`config.mk`:
```
export PLATFORM = sky130hd
export DESIGN_NAME = io_stage_flat
export DESIGN_NICKNAME = d
export VERILOG_FILES = /design/src/rtl/io_stage_if.sv /design/src/rtl/io_stage.sv /design/src/flat_wrapper.sv
export SDC_FILE = /design/constraint.sdc
export NUM_CORES = 1
export LEC_CHECK = 0
export BUFFER_PORTS_ARGS = -buffer_cell sky130_fd_sc_hd__buf_2
export CORE_MARGIN = 2
export CORE_UTILIZATION = 49
export CTS_BUF_LIST = sky130_fd_sc_hd__clkbuf_8
export DETAILED_ROUTE_END_ITERATION = 10
export PLACE_DENSITY = 0.84
export SLEW_MARGIN = 15
export SYNTH_ARGS = -nofsm -noshare
export SYNTH_HDL_FRONTEND = slang
export SYNTH_SLANG_ARGS = --single-unit
```
`constraint.sdc`:
```
create_clock -name clock -period 3.9 [get_ports clock]
set_clock_uncertainty 0.05 [all_clocks]
set_input_delay 0.585 -clock clock [delete_from_list [all_inputs] [get_ports clock]]
set_output_delay 0.585 -clock clock [all_outputs]
set_load 0.005 [all_outputs]
```
`src/rtl/io_stage_if.sv`:
```
// Bundle of the ex->io->wb handshake, data SRAM response and back-pass signals.
// The master side is the surrounding pipeline; the slave side is io_stage.
interface io_stage_if;

  typedef struct packed {
    logic        valid;
    logic [31:0] program_count;
    logic [31:0] alu_result;
    logic [4:0]  destination_register;
    logic        register_write;
    logic        result_is_from_memory;
  } ex_to_io_t;

  typedef struct packed {
    logic        valid;
    logic [31:0] program_count;
    logic [31:0] result;
    logic [4:0]  destination_register;
    logic        register_write;
  } io_to_wb_t;

  typedef struct packed {
    logic [4:0]  address;
    logic [31:0] value;
    logic        pending;
  } back_pass_t;

  logic        wb_allow_in;
  logic        io_allow_in;
  ex_to_io_t   ex_to_io_bus;
  logic        data_read_valid;
  logic [31:0] data_read_data;
  io_to_wb_t   io_to_wb_bus;
  back_pass_t  io_to_id_back_pass_bus;
  logic        data_timeout;

  modport master (
    output wb_allow_in,
    output ex_to_io_bus,
    output data_read_valid,
    output data_read_data,
    input  io_allow_in,
    input  io_to_wb_bus,
    input  io_to_id_back_pass_bus,
    input  data_timeout
  );

  modport slave (
    input  wb_allow_in,
    input  ex_to_io_bus,
    input  data_read_valid,
    input  data_read_data,
    output io_allow_in,
    output io_to_wb_bus,
    output io_to_id_back_pass_bus,
    output data_timeout
  );

endinterface

```
`src/rtl/io_stage.sv`:
```
// Memory-access pipeline stage: holds one instruction, waits for the load
// response when needed, and hands the result to writeback with a back-pass.
module io_stage #(
  parameter int unsigned RESPONSE_TIMEOUT = 16
) (
  input  logic        clock,
  input  logic        reset,
  io_stage_if.slave   bus
);

  typedef enum logic [1:0] {
    EMPTY     = 2'd0,
    WAIT_DATA = 2'd1,
    READY     = 2'd2
  } state_t;

  state_t      state;

  logic [31:0] hold_pc;
  logic [31:0] hold_alu;
  logic [4:0]  hold_dest;
  logic        hold_rw;
  logic        hold_mem;
  logic [31:0] result_buf;

  logic [4:0]  wait_cnt;
  logic [4:0]  wait_cnt_inc;
  logic        timeout_flag;

  logic        io_ready_go;
  logic        allow;
  logic        capture;
  logic        wb_valid;
  logic        occupied;
  logic [31:0] result;

  // A load result is forwarded straight from the SRAM in its response cycle.
  always_comb begin
    io_ready_go = 1'b0;
    result      = hold_alu;
    case (state)
      WAIT_DATA: begin
        io_ready_go = bus.data_read_valid;
        result      = bus.data_read_data;
      end
      READY: begin
        io_ready_go = 1'b1;
        result      = hold_mem ? result_buf : hold_alu;
      end
      default: begin
        io_ready_go = 1'b0;
        result      = hold_alu;
      end
    endcase
  end

  assign occupied     = (state != EMPTY);
  assign allow        = !reset || !occupied || (io_ready_go && bus.wb_allow_in);
  assign wb_valid     = reset && occupied && io_ready_go;
  assign capture      = reset && allow && bus.ex_to_io_bus.valid;
  assign wait_cnt_inc = (wait_cnt == 5'd31) ? wait_cnt : wait_cnt + 5'd1;

  always_ff @(posedge clock) begin
    if (!reset) begin
      state        <= EMPTY;
      wait_cnt     <= '0;
      timeout_flag <= 1'b0;
    end else if (allow) begin
      if (bus.ex_to_io_bus.valid) begin
        if (bus.ex_to_io_bus.result_is_from_memory) begin
          state    <= WAIT_DATA;
          wait_cnt <= '0;
        end else begin
          state    <= READY;
        end
      end else begin
        state <= EMPTY;
      end
    end else if (state == WAIT_DATA) begin
      // Only reachable here when writeback stalls or no response has come yet.
      if (bus.data_read_valid) begin
        state <= READY;
      end else begin
        wait_cnt <= wait_cnt_inc;
        if ({27'd0, wait_cnt_inc} >= RESPONSE_TIMEOUT) begin
          timeout_flag <= 1'b1;
        end
      end
    end
  end

  // Data registers carry no reset; they are only visible while valid is high.
  always_ff @(posedge clock) begin
    if (capture) begin
      hold_pc   <= bus.ex_to_io_bus.program_count;
      hold_alu  <= bus.ex_to_io_bus.alu_result;
      hold_dest <= bus.ex_to_io_bus.destination_register;
      hold_rw   <= bus.ex_to_io_bus.register_write;
      hold_mem  <= bus.ex_to_io_bus.result_is_from_memory;
    end
    if (reset && !allow && state == WAIT_DATA && bus.data_read_valid) begin
      result_buf <= bus.data_read_data;
    end
  end

  assign bus.io_allow_in  = allow;
  assign bus.data_timeout = timeout_flag;

  always_comb begin
    bus.io_to_wb_bus       = '0;
    bus.io_to_wb_bus.valid = wb_valid;
    if (wb_valid) begin
      bus.io_to_wb_bus.program_count        = hold_pc;
      bus.io_to_wb_bus.result               = result;
      bus.io_to_wb_bus.destination_register = hold_dest;
      bus.io_to_wb_bus.register_write       = hold_rw;
    end
  end

  always_comb begin
    bus.io_to_id_back_pass_bus         = '0;
    bus.io_to_id_back_pass_bus.pending = reset && (state == WAIT_DATA) && !bus.data_read_valid;
    if (reset && occupied && hold_rw) begin
      bus.io_to_id_back_pass_bus.address = hold_dest;
    end
    if (occupied) begin
      bus.io_to_id_back_pass_bus.value = result;
    end
  end

endmodule

```
`src/flat_wrapper.sv`:
```
// flat-port wrapper written by rule: the top's interface ports become plain ports
module io_stage_flat 
#(
  parameter int unsigned RESPONSE_TIMEOUT = 16
)
  (clock, reset, bus_wb_allow_in, bus_ex_to_io_bus, bus_data_read_valid, bus_data_read_data, bus_io_allow_in, bus_io_to_wb_bus, bus_io_to_id_back_pass_bus, bus_data_timeout);
  io_stage_if bus_i ();
  input  logic clock;
  input  logic reset;
  input wire logic [$bits(bus_i.wb_allow_in)-1:0] bus_wb_allow_in;
  input wire logic [$bits(bus_i.ex_to_io_bus)-1:0] bus_ex_to_io_bus;
  input wire logic [$bits(bus_i.data_read_valid)-1:0] bus_data_read_valid;
  input wire logic [$bits(bus_i.data_read_data)-1:0] bus_data_read_data;
  output wire logic [$bits(bus_i.io_allow_in)-1:0] bus_io_allow_in;
  output wire logic [$bits(bus_i.io_to_wb_bus)-1:0] bus_io_to_wb_bus;
  output wire logic [$bits(bus_i.io_to_id_back_pass_bus)-1:0] bus_io_to_id_back_pass_bus;
  output wire logic [$bits(bus_i.data_timeout)-1:0] bus_data_timeout;
  assign bus_i.wb_allow_in = bus_wb_allow_in;
  assign bus_i.ex_to_io_bus = bus_ex_to_io_bus;
  assign bus_i.data_read_valid = bus_data_read_valid;
  assign bus_i.data_read_data = bus_data_read_data;
  assign bus_io_allow_in = bus_i.io_allow_in;
  assign bus_io_to_wb_bus = bus_i.io_to_wb_bus;
  assign bus_io_to_id_back_pass_bus = bus_i.io_to_id_back_pass_bus;
  assign bus_data_timeout = bus_i.data_timeout;
  io_stage #(.RESPONSE_TIMEOUT(RESPONSE_TIMEOUT)) u_core (.clock(clock), .reset(reset), .bus(bus_i));
endmodule
```
Yosys cells after proc, flatten, opt, wreduce, memory -nomap -nowiden
Cells that the tools add are included.

Word-level logic and storage cells: 59. Input port bits: 108. Flip-flop bits (word level): 111.

Bitwise logic cells: 2. Reduce and logical (&&, ||, !) cells: 23. $lt $le $gt $ge: 1. Mux-type cells: 17. Eq/ne operators: 6. Add/sub/neg operators: 1.

Operator list (number): $mux W70 (1); $mux W32 (2); $pmux W32 S2 (1); $mux W5 (7); $logic_and A1 B1 Y1 (11); $mux W2 (5); $reduce_and A4 Y1 (2); $reduce_bool A2 Y1 (3); $add A5 B1 Y5 const B (1); $eq A5 B5 Y1 const B (1); $ge A5 B5 Y1 const B (1); $logic_not A1 Y1 (4); $ne A2 B2 Y1 const B (2); $eq A2 B1 Y1 const B (1); $eq A2 B2 Y1 const B (1); $logic_or A1 B1 Y1 (2); $ne A2 B1 Y1 const B (1); $not A1 Y1 (2); $pmux W1 S2 (1); $reduce_and A2 Y1 (1).

Longest topological paths before layout
Gate-level depths: netlist of run 1.

Depth after elaboration: 8. Gate-level depth with buffers: 9. Depth with buffers taken out: 7.

Least setup slack after synthesis of run 1
No wires, ideal clock.

Kind: register to register. From: register u_core.state[1]. To: register u_core.hold_alu[0] (enable). Setup slack: 573 ps. Buffers on the path: 0. Library setup time: 437 ps. Data arrival time: 2839 ps. Stages on the path, launching flop included: 7. Required time: 3413 ps. Cells stage by stage: dfxtp_1 > inv_1 > ha_1 > and2_1 > a21oi_4 > inv_1 > and3_1.

Longest elaborated chain between the ends: 6. Elaborated cells on any way between the ends: 10. Those cells by class: eq/ne: 2; mux: 1; reduce/logical: 7.

RTL lines: start: declaration (line io_stage.sv:17) `state_t state;`; start signal: assignment (line io_stage.sv:65) `state <= EMPTY;`; start signal: assignment (line io_stage.sv:71) `state <= WAIT_DATA;`; start signal: assignment (line io_stage.sv:74) `state <= READY;`; $eq A2 B2 Y1, or another cell as far along (line io_stage.sv:41) `case (state)`; $pmux W1 S2 / $logic_not A1 Y1 (equally long branches) (line io_stage.sv:41, io_stage.sv:58); $logic_and A1 B1 Y1 / $logic_or A1 B1 Y1 (equally long branches) (line io_stage.sv:58) `assign allow = !reset || !occupied || (io_ready_go && bus.wb_allow_in);`; $logic_or A1 B1 Y1 (*) (line io_stage.sv:58); named net bus_io_allow_in (line flat_wrapper.sv:14) `output wire logic [$bits(bus_i.io_allow_in)-1:0] bus_io_allow_in;`; $logic_and A1 B1 Y1 (*) (2 in series) (line io_stage.sv:60) `assign capture = reset && allow && bus.ex_to_io_bus.valid;`; named net u_core.capture (line io_stage.sv:32) `logic capture;`; end signal: assignment (line io_stage.sv:96) `hold_alu <= bus.ex_to_io_bus.alu_result;`; end: declaration (line io_stage.sv:20) `logic [31:0] hold_alu;`.

Mark *: on every way through the listed nets, which the timed path passes. The rest lies on a longest branch. A chain may end at the register's enable or synchronous reset.

Worst setup path in the final report of run 1
From: register u_core.state[1]. To: output port bus_io_to_wb_bus[32].

Longest elaborated chain between the ends: 4. Elaborated cells on any way between the ends: 8. Those cells by class: eq/ne: 2; mux: 3; reduce/logical: 3.

RTL lines: $eq A2 B2 Y1, or another cell as far along (line io_stage.sv:41); $pmux W1 S2 / $logic_and A1 B1 Y1 (equally long branches) (line io_stage.sv:41, io_stage.sv:59); $logic_and A1 B1 Y1 (line io_stage.sv:59) `assign wb_valid = reset && occupied && io_ready_go;`; $mux W70 (*) (line io_stage.sv:112) `if (wb_valid) begin`; end: declaration (line flat_wrapper.sv:15) `output wire logic [$bits(bus_i.io_to_wb_bus)-1:0] bus_io_to_wb_bus;`.

Mark *: on every way between the ends. The rest lies on a longest branch, timed or not.

==> results of run 1 <==
==> per-stage QoR <==
stage	hold slack [ns]	instance area [µm²]
floorplan	0.410	4860
global placement	0.404	6050
detailed placement	0.407	6050
CTS	0.311	6260
global route	0.302	6260
finish	0.336	6260
==> state kept, by name (all words and copies together) (netlist names) <==
register                 cells
u_core.hold_dest             5
u_core.wait_cnt              5
u_core.hold_rw               1
u_core.state                 2
u_core.hold_alu             32
u_core.hold_mem              1
u_core.hold_pc              32
u_core.bus.data_timeout      1
u_core.result_buf           32
==> worst paths after layout <==
check / startpoint / to / slack, ns / cells after the start
max: u_core.state[1] / bus_io_to_wb_bus[32] / 0.58 / 8
min: bus_ex_to_io_bus[24] / u_core.hold_alu[17] / 0.34 / 1
max reg2reg: u_core.state[1] / u_core.hold_alu[8] / 1.08 / 6
min reg2reg: u_core.bus.data_timeout / u_core.bus.data_timeout / 0.43 / 2
==> power breakdown <==
part           internal (mW)  switching (mW)  total [mW]  leakage (nW)
sequential              1.34          0.0122        1.36          1.02
clock                  0.310           0.404       0.714         0.107
combinational          0.112           0.164       0.276          1.66
==> critical path, stage by stage (launching register included) <==
cell and delay (ns):
sky130_fd_sc_hd__dfxtp_1 0.38, sky130_fd_sc_hd__inv_1 0.09, sky130_fd_sc_hd__ha_1 0.30, sky130_fd_sc_hd__buf_4 0.39, sky130_fd_sc_hd__o21ai_2 0.32, sky130_fd_sc_hd__buf_4 0.30, sky130_fd_sc_hd__a22oi_1 0.28, sky130_fd_sc_hd__nor2_1 0.09
sky130_fd_sc_hd__buf_2 0.14
==> placed cells by master, fill, tap and decap left out, types with 2 or more instances in the layout <==
| cell | instances |
|---|---|
| sky130_fd_sc_hd__inv_6 | 3 |
| sky130_fd_sc_hd__inv_1 | 10 |
| sky130_fd_sc_hd__a22o_1 | 31 |
| sky130_fd_sc_hd__dfxtp_1 | 8 |
| sky130_fd_sc_hd__ha_1 | 5 |
| sky130_fd_sc_hd__a21oi_1 | 4 |
| sky130_fd_sc_hd__clkbuf_8 | 9 |
| sky130_fd_sc_hd__nand2_1 | 7 |
| sky130_fd_sc_hd__buf_4 | 6 |
| sky130_fd_sc_hd__and2_1 | 38 |
| sky130_fd_sc_hd__o21ai_0 | 5 |
| sky130_fd_sc_hd__nor2_1 | 66 |
| sky130_fd_sc_hd__nand3_1 | 4 |
| sky130_fd_sc_hd__edfxtp_1 | 103 |
| sky130_fd_sc_hd__buf_2 | 218 |
| sky130_fd_sc_hd__a31oi_1 | 3 |
| sky130_fd_sc_hd__and3_1 | 7 |
| sky130_fd_sc_hd__nand4_1 | 2 |
| sky130_fd_sc_hd__a22oi_1 | 32 |
==> cells by family (layout without fill, tap and decap cells) <==
family	after synthesis	after routing	share of synthesized area, %
AOI/OAI and AO/OA	88	88	14.4
and+or+nand+nor	135	135	13.8
DFF	111	111	66.9
buffers and inverters	38	250	3.40
muxes	1	1	0.206
adders and majority gates	5	5	1.29
==> area by class of cell <==
class / instances / area, µm²
repair buffers: 224 / 1140
multi-input cells: 229 / 1460
flip-flops and latches: 111 / 3250
well taps: 133 / 166
clock buffers: 9 / 124
fillers: 732 / 3420
inverters: 10 / 37.5
clock inverters: 7 / 86.3
==> metal layers <==
layer / track usage (%) / wire (µm) / part of all wire [%] / vias up
li1: - / - / - / 1816
met4: 9.94 / 390 / 3.1 / 0
met2: 42.2 / 6510 / 52 / 199
met1: 27.5 / 4820 / 38 / 1829
met3: 4.72 / 889 / 7.1 / 31
met5: 0 / 0 / 0 / -
==> metrics.cfg, run 1 <==
[global_route]
grt-ovfl-total=0
number_of_global_route_vias_before_repair=3833
maximum_number_of_pins_on_one_net_before_global_route_repair=72
grt_first_pass_wirelength_um=19700
global_route.usage.total_pct=23.5
antenna_found_initial=0

[yosys]
yosysWarningCount=0
synth_top_cells_by_count=sky130_fd_sc_hd__edfxtp_1, sky130_fd_sc_hd__nor2_1, sky130_fd_sc_hd__and2_1, sky130_fd_sc_hd__a22oi_1, sky130_fd_sc_hd__a22o_1
synth.net_count=491
synth-seq-cells=111
synth.distinct_cells=41
synth-seq-area-share_pct=66.9
netlist.area_leader.share_pct=63.6
most_numerous_cell_in_the_yosys_netlist=sky130_fd_sc_hd__edfxtp_1
synth_async_sr_flop_share_pct=0
mappedNetlistArea_um2=4860
ys_dominant_reg_cell=sky130_fd_sc_hd__edfxtp_1
ys_top_cells_by_area=sky130_fd_sc_hd__edfxtp_1, sky130_fd_sc_hd__a22o_1, sky130_fd_sc_hd__nor2_1, sky130_fd_sc_hd__and2_1, sky130_fd_sc_hd__a22oi_1
post_synth_edffs=103
yosysTopAreaCell=sky130_fd_sc_hd__edfxtp_1
syn_area_per_cell_um2=12.9
synthesis.instances=378

[pwr]
vdd_ir_drop_max_mv=0.245
fin_total_pwr_mw=2.35
cell_leakage_power_nw=2.79
power_per_cell_area_nw_per_um2=375

[routing]
post-route-drc-count=0
vias_after_detailed_routing=3875
via_per_inst=5.36
route.detailed.wl_per_inst_um=17.4
detail_route.iter0.violations=223
dr.pass1.iters=4
routed_wirelength_um=12600
route.antenna.remaining_nets=0

[finish]
post_route_cells_drive_above_1_share_pct=42.7
num_antenna_cells=0
finish.cell_count_without_fillers=723
nets=698
fin_util_pct=64.7
area.growth.synth_to_final_pct=28.8

[outcome]
outcome=completed

[setup_path]
cp-end-kind=primary output
crit_type=reg -> out
cp_data_required_time_ns=3.26
crit_fanout=37
crit_path_start_kind=flip-flop
critical_path_arrival_ns=2.68

[timing]
final_max_slew_viol_count=0
rsz_0062_raised_after_global_routing=no
finalHoldViolations=0
layout_setup_ws_ns=0.581
finalSetupViolCount=0
totalNegativeSetupSlack_ns=0
max_freq_mhz=301
worst_pin_slew_ns=0.995
timing.max_slew.rel_slack_pct=33.7
fin_crit_ns=3.32
post-route-period-util_pct=85.1

[floorplanning]
ioPinCount=219
floorplan.rows=36
die_height_um=104
initial_utilization_pct=50.2
fp.dieArea_um2=10700
die-width_um=104
coreArea_um2=9680

[place]
dp_slack_ns=0.968
place.gp.congestion=0.877
total_half_perimeter_wirelength_after_legalization_and_detailed_placement_um=8890
buffer_ports.inserted=218
placed_cells=707

[hold_path]
worstHoldPathType=in -> reg

[clocking]
cts_hold_buf=0
htreeDepth=3
postCtsSetupRepairBufs=0
clock_sinks=111
cts-buffers-inserted=9
worst_skew_pair.late_latency_ns=0.36
cts.path.max_buffers=2
cts.root.buffer_cell=sky130_fd_sc_hd__clkbuf_8
cts_tree=built
post_cts_resize_count=0
clk_pin_slew_ns=0.11

[run]
cap_violations=0

(Power assumes the default switching activity.)
==> inputs of run 2 (changes only) <==
--- a/config.mk
+++ b/config.mk
@@ -7,8 +7,8 @@
 export LEC_CHECK = 0
+export ABC_CLOCK_PERIOD_IN_PS = 3900
 export BUFFER_PORTS_ARGS = -buffer_cell sky130_fd_sc_hd__buf_2
 export CORE_MARGIN = 2
-export CORE_UTILIZATION = 49
-export CTS_BUF_LIST = sky130_fd_sc_hd__clkbuf_8
+export CORE_UTILIZATION = 47
 export DETAILED_ROUTE_END_ITERATION = 10
-export PLACE_DENSITY = 0.84
+export PLACE_DENSITY = 0.81
 export SLEW_MARGIN = 15
==> constraint.sdc (replaced) <==
create_clock -name clock -period 3.9 [get_ports clock]
set_clock_uncertainty 0.05 [all_clocks]
set_input_delay 0.78 -clock clock [delete_from_list [all_inputs] [get_ports clock]]
set_output_delay 0.78 -clock clock [all_outputs]
set_load 0.005 [all_outputs]
==> metrics.cfg, run 2 (same netlist as run 1, synthesis figures left out) <==
[finish]
area.growth.synth_to_final_pct=28.4
num_antenna_cells=0
post_route_cells_drive_above_1_share_pct=42.6
layout.cells.most_common=sky130_fd_sc_hd__buf_2
mostFrequentLayoutCells=sky130_fd_sc_hd__buf_2, sky130_fd_sc_hd__edfxtp_1, sky130_fd_sc_hd__nor2_1, sky130_fd_sc_hd__and2_1, sky130_fd_sc_hd__a22oi_1
nets=701
layout_top_registers=u_core.hold_alu x32, u_core.hold_pc x32, u_core.result_buf x32

[setup_path]
reg2reg_slack_ns=0.88
cp_data_required_time_ns=3.07
crit_type=reg -> out
critical_path_arrival_ns=2.71
worst_r2r_endpoint=u_core.hold_pc[2]
crit_path_start_kind=flip-flop
timing.reg2reg.worst_path_depth=7
crit_fanout=38
r2r_start=u_core.state[1]
cp-end-kind=primary output

[pwr]
cell_leakage_power_nw=2.78
pwr-share-seq_pct=60.2
p_sw_share_pct=25.0
comb_power_share_pct=12.3
vdd_ir_drop_max_mv=0.241
power.net_switching_uw=563
fin_total_pwr_mw=2.25
clock_power_share_pct=27.6
power_per_cell_area_nw_per_um2=361
intPower_mw=1.69

[clocking]
cts.root.buffer_cell=sky130_fd_sc_hd__clkbuf_8
postCtsSetupRepairBufs=0
htreeDepth=3
cts_hold_buf=0
worst_skew_pair.late_latency_ns=0.37
cts_tree=built
cts-buffers-inserted=9
clock_sinks=111
cts.path.max_buffers=2
clk_pin_slew_ns=0.10
post_cts_resize_count=0

[timing]
max_freq_mhz=282
finalSetupViolCount=0
fin_crit_ns=3.54
final_max_slew_viol_count=0
finalHoldViolations=0
totalNegativeSetupSlack_ns=0
post-route-period-util_pct=90.8
worst_pin_slew_ns=1.02
rsz_0062_raised_after_global_routing=no
timing.max_slew.rel_slack_pct=31.8

[routing]
route.detailed.wl_per_inst_um=17.6
routed_wirelength_um=12800
detail_route.iter0.violations=238
route.antenna.remaining_nets=0
vias_after_detailed_routing=3859
post-route-drc-count=0
via_per_inst=5.31
dr.pass1.iters=5

[global_route]
grt_first_pass_wirelength_um=19400
antenna_found_initial=0
maximum_number_of_pins_on_one_net_before_global_route_repair=72
grt-ovfl-total=0
number_of_global_route_vias_before_repair=3840
global_route.usage.total_pct=22.6

[place]
buffer_ports.inserted=218
place.gp.congestion=0.859
total_half_perimeter_wirelength_after_legalization_and_detailed_placement_um=9120

[floorplanning]
die_height_um=106
initial_utilization_pct=47.7
ioPinCount=219
coreArea_um2=10200
die-width_um=106
floorplan.rows=37
fp.dieArea_um2=11200

[outcome]
outcome=completed

[hold_path]
timing.hold.worst.start=u_core.bus.data_timeout
worst_hold_path.endpoint=u_core.bus.data_timeout
hold_path_depth=2
worstHoldPathType=reg -> reg

[run]
cap_violations=0

[run 2: worst max path at each step]
stage / slack (ns) / endpoint / depth (start not counted) / startpoint
after floorplan: 0.44 / u_core.hold_alu[0] / 5 / reset
after global placement: 0.85 / bus_io_to_wb_bus[69] / 6 / reset
after detailed placement: 0.74 / bus_io_to_wb_bus[1] / 6 / reset
after CTS: 0.34 / bus_io_to_wb_bus[1] / 8 / u_core.state[1]
after global routing: 0.14 / bus_io_to_wb_bus[60] / 8 / u_core.state[1]
final: 0.36 / bus_io_to_wb_bus[1] / 8 / u_core.state[1]
[run 2: power groups by stage]
stage	Combinational [mW]	Clock (mW)	Sequential, mW
2_1_floorplan	0.145	0	1.38
3_3_place_gp	0.268	0	1.38
3_5_place_dp	0.276	0	1.38
4_1_cts	0.278	0.637	1.36
5_1_grt	0.304	0.680	1.36
6_report	0.277	0.621	1.36
[run 2: cell type report]
cell class | instances | area (µm²)
sequential | 111 | 3250
clock inverter | 5 | 41.3
timing repair buffer | 227 | 1160
tap | 136 | 170
multi-input combinational | 229 | 1460
inverter | 10 | 37.5
clock buffer | 9 | 124
fill | 833 | 3940
[run 2: routing by layer]
layer / GRT usage, % / wire [µm] / part of all wire (%) / vias to the layer above
met5: 0 / 0 / 0 / -
met4: 8.55 / 285 / 2.2 / 0
met3: 5.19 / 737 / 5.8 / 23
met2: 39.4 / 6510 / 51 / 159
met1: 27.4 / 5240 / 41 / 1856
li1: - / - / - / 1821
[run 2: worst max-delay path, cell delays in order, from the launching register on]
cell and delay [ns]:
sky130_fd_sc_hd__dfxtp_1 0.35, sky130_fd_sc_hd__inv_1 0.11, sky130_fd_sc_hd__ha_1 0.18, sky130_fd_sc_hd__buf_4 0.28, sky130_fd_sc_hd__a21o_1 0.33, sky130_fd_sc_hd__nand3_2 0.12
sky130_fd_sc_hd__inv_1 0.60, sky130_fd_sc_hd__and2_1 0.25, sky130_fd_sc_hd__buf_2 0.12
[run 2: through the flow]
stage,hold slack [ns],setup WS [ns],instances,cell area (µm²),utilization [%]
finish,0.434,0.359,727,6240,61.3
global route,0.471,0.144,727,6240,61.3
CTS,0.437,0.344,727,6240,61.3
detailed placement,0.412,0.743,713,6080,59.7
global placement,0.407,0.852,713,6080,59.7
floorplan,0.410,0.439,378,4860,-
==> inputs of run 3 (changes only) <==
- BUFFER_PORTS_ARGS: -buffer_cell sky130_fd_sc_hd__buf_2 -> not set
- CORE_UTILIZATION: 47 -> 60
- CTS_CLUSTER_DIAMETER: not set -> 60
- CTS_CLUSTER_SIZE: not set -> 14
- DONT_BUFFER_PORTS: not set -> 1
- PLACE_DENSITY: 0.81 -> 0.77
==> metrics.cfg, run 3 (same netlist as run 1, synthesis figures left out) <==
[finish]
num_antenna_cells=0
final_design_area_no_fill_um2=5130
multi_input_logic_area_um2=1460
area.growth.synth_to_final_pct=5.58
layout_top_registers=u_core.hold_alu x32, u_core.hold_pc x32, u_core.result_buf x32
nets=483
mostFrequentLayoutCells=sky130_fd_sc_hd__edfxtp_1, sky130_fd_sc_hd__nor2_1, sky130_fd_sc_hd__and2_1, sky130_fd_sc_hd__a22oi_1, sky130_fd_sc_hd__a22o_1
layout.cells.most_common=sky130_fd_sc_hd__edfxtp_1
finish.cell_count_without_fillers=477
layout_filler_cell_count=563
post_route_cells_drive_above_1_share_pct=9.33
register_area_um2=3250

[clocking]
cts_tree=built
postCtsSetupRepairBufs=0
htreeDepth=3
clk_pin_slew_ns=0.11
worst_skew_pair.late_latency_ns=0.35
post_cts_resize_count=0
cts.path.max_buffers=2
cts.root.buffer_cell=sky130_fd_sc_hd__clkbuf_8
cts_hold_buf=0
cts-buffers-inserted=9
clock_sinks=111

[timing]
final_max_slew_viol_count=0
finalSetupViolCount=0
worst_pin_slew_ns=0.771
layout_setup_ws_ns=0.638
finalHoldViolations=0
max_freq_mhz=307
rsz_0062_raised_after_global_routing=no
timing.max_slew.rel_slack_pct=48.5
fin_crit_ns=3.26
totalNegativeSetupSlack_ns=0
post-route-period-util_pct=83.6

[global_route]
grt_first_pass_wirelength_um=15500
grt-ovfl-total=0
global_route.usage.total_pct=23.7
number_of_global_route_vias_before_repair=2921
antenna_found_initial=0
maximum_number_of_pins_on_one_net_before_global_route_repair=72

[pwr]
clock_power_share_pct=28.9
power.net_switching_uw=525
cell_leakage_power_nw=1.76
vdd_ir_drop_max_mv=0.263
fin_total_pwr_mw=2.17
pwr-share-seq_pct=62.4
comb_power_share_pct=8.7
p_sw_share_pct=24.2
intPower_mw=1.64
power_per_cell_area_nw_per_um2=423

[outcome]
outcome=completed

[setup_path]
crit_path_start_kind=flip-flop
worst-path-buf-inv=2
cp_top_family=adder cells
crit_fanout=20
reg2reg_slack_ns=0.92
r2r_start=u_core.state[0]
crit_type=reg -> out
crit_chain=inv_1 -> ha_1 -> o21ai_2 -> buf_4 -> a22oi_1 -> nor2_1
cp-end-kind=primary output
cp_data_required_time_ns=3.07
critPathSlowestCell=sky130_fd_sc_hd__ha_1
worst_r2r_endpoint=u_core.hold_alu[11]
critical_path_arrival_ns=2.43
critical_path.max_stage_delay_ns=0.61
timing.reg2reg.worst_path_depth=8

[hold_path]
worst_hold_path.endpoint=u_core.hold_alu[21]
worstHoldPathType=in -> reg
timing.hold.worst.start=bus_ex_to_io_bus[28]
hold_path_depth=0

[place]
total_half_perimeter_wirelength_after_legalization_and_detailed_placement_um=7460
placed_cell_area_um2=4950
dp_slack_ns=0.957
buffer_ports.inserted=0
place.gp.congestion=0.887
placed_cells=461

[routing]
routed_wirelength_um=10600
dr.pass1.iters=5
route.antenna.remaining_nets=0
via_per_inst=6.33
route.detailed.wl_per_inst_um=22.3
post-route-drc-count=0
vias_after_detailed_routing=3021
detail_route.iter0.violations=137

[floorplanning]
die-width_um=94.0
fp.dieArea_um2=8840
ioPinCount=219
coreArea_um2=7810
floorplan.rows=32
die_height_um=94.0
initial_utilization_pct=62.3

[run]
cap_violations=0

run 3: cell type report:
class                      count  share of cell area (%)
clock inverter                 7                    1.07
timing repair buffer           9                    1.56
multi-input combinational    229                    28.4
tap                          102                    2.49
inverter                      10                   0.731
clock buffer                   9                    2.41
sequential                   111                    63.4
run 3: stage by stage:
stage,hold WS [ns],utilization (%)
after global placement,0.434,63.5
final,0.454,65.8
after detailed placement,0.437,63.5
after CTS,0.441,65.8
after floorplan,0.410,-
after global routing,0.425,65.8
run 3: worst max path at each step:
stage | from | to | cells past startpoint
after floorplan | reset | u_core.hold_alu[0] | 5
after global placement | u_core.state[0] | u_core.hold_pc[29] | 8
after detailed placement | u_core.state[0] | u_core.hold_pc[29] | 8
after CTS | u_core.state[0] | bus_io_to_wb_bus[49] | 5
after global routing | u_core.state[0] | bus_io_to_wb_bus[66] | 5
final | u_core.state[0] | bus_io_to_wb_bus[23] | 6
run 3: power by group through the flow:
| stage | registers, mW | clock network [mW] | logic [mW] |
|---|---|---|---|
| after global routing | 1.36 | 0.683 | 0.209 |
| after global placement | 1.38 | 0 | 0.185 |
| after floorplan | 1.38 | 0 | 0.145 |
| after CTS | 1.35 | 0.637 | 0.191 |
| after detailed placement | 1.38 | 0 | 0.190 |
| final | 1.35 | 0.627 | 0.189 |
run 3: per-layer routing:
layer  vias to the layer above  GRT usage [%]  wire [µm]
met2                       187           40.4       5540
met4                         0           9.66        222
met5                         -              0          0
li1                       1384              -          -
met3                        17           8.19       1140
met1                      1433           27.2       3750
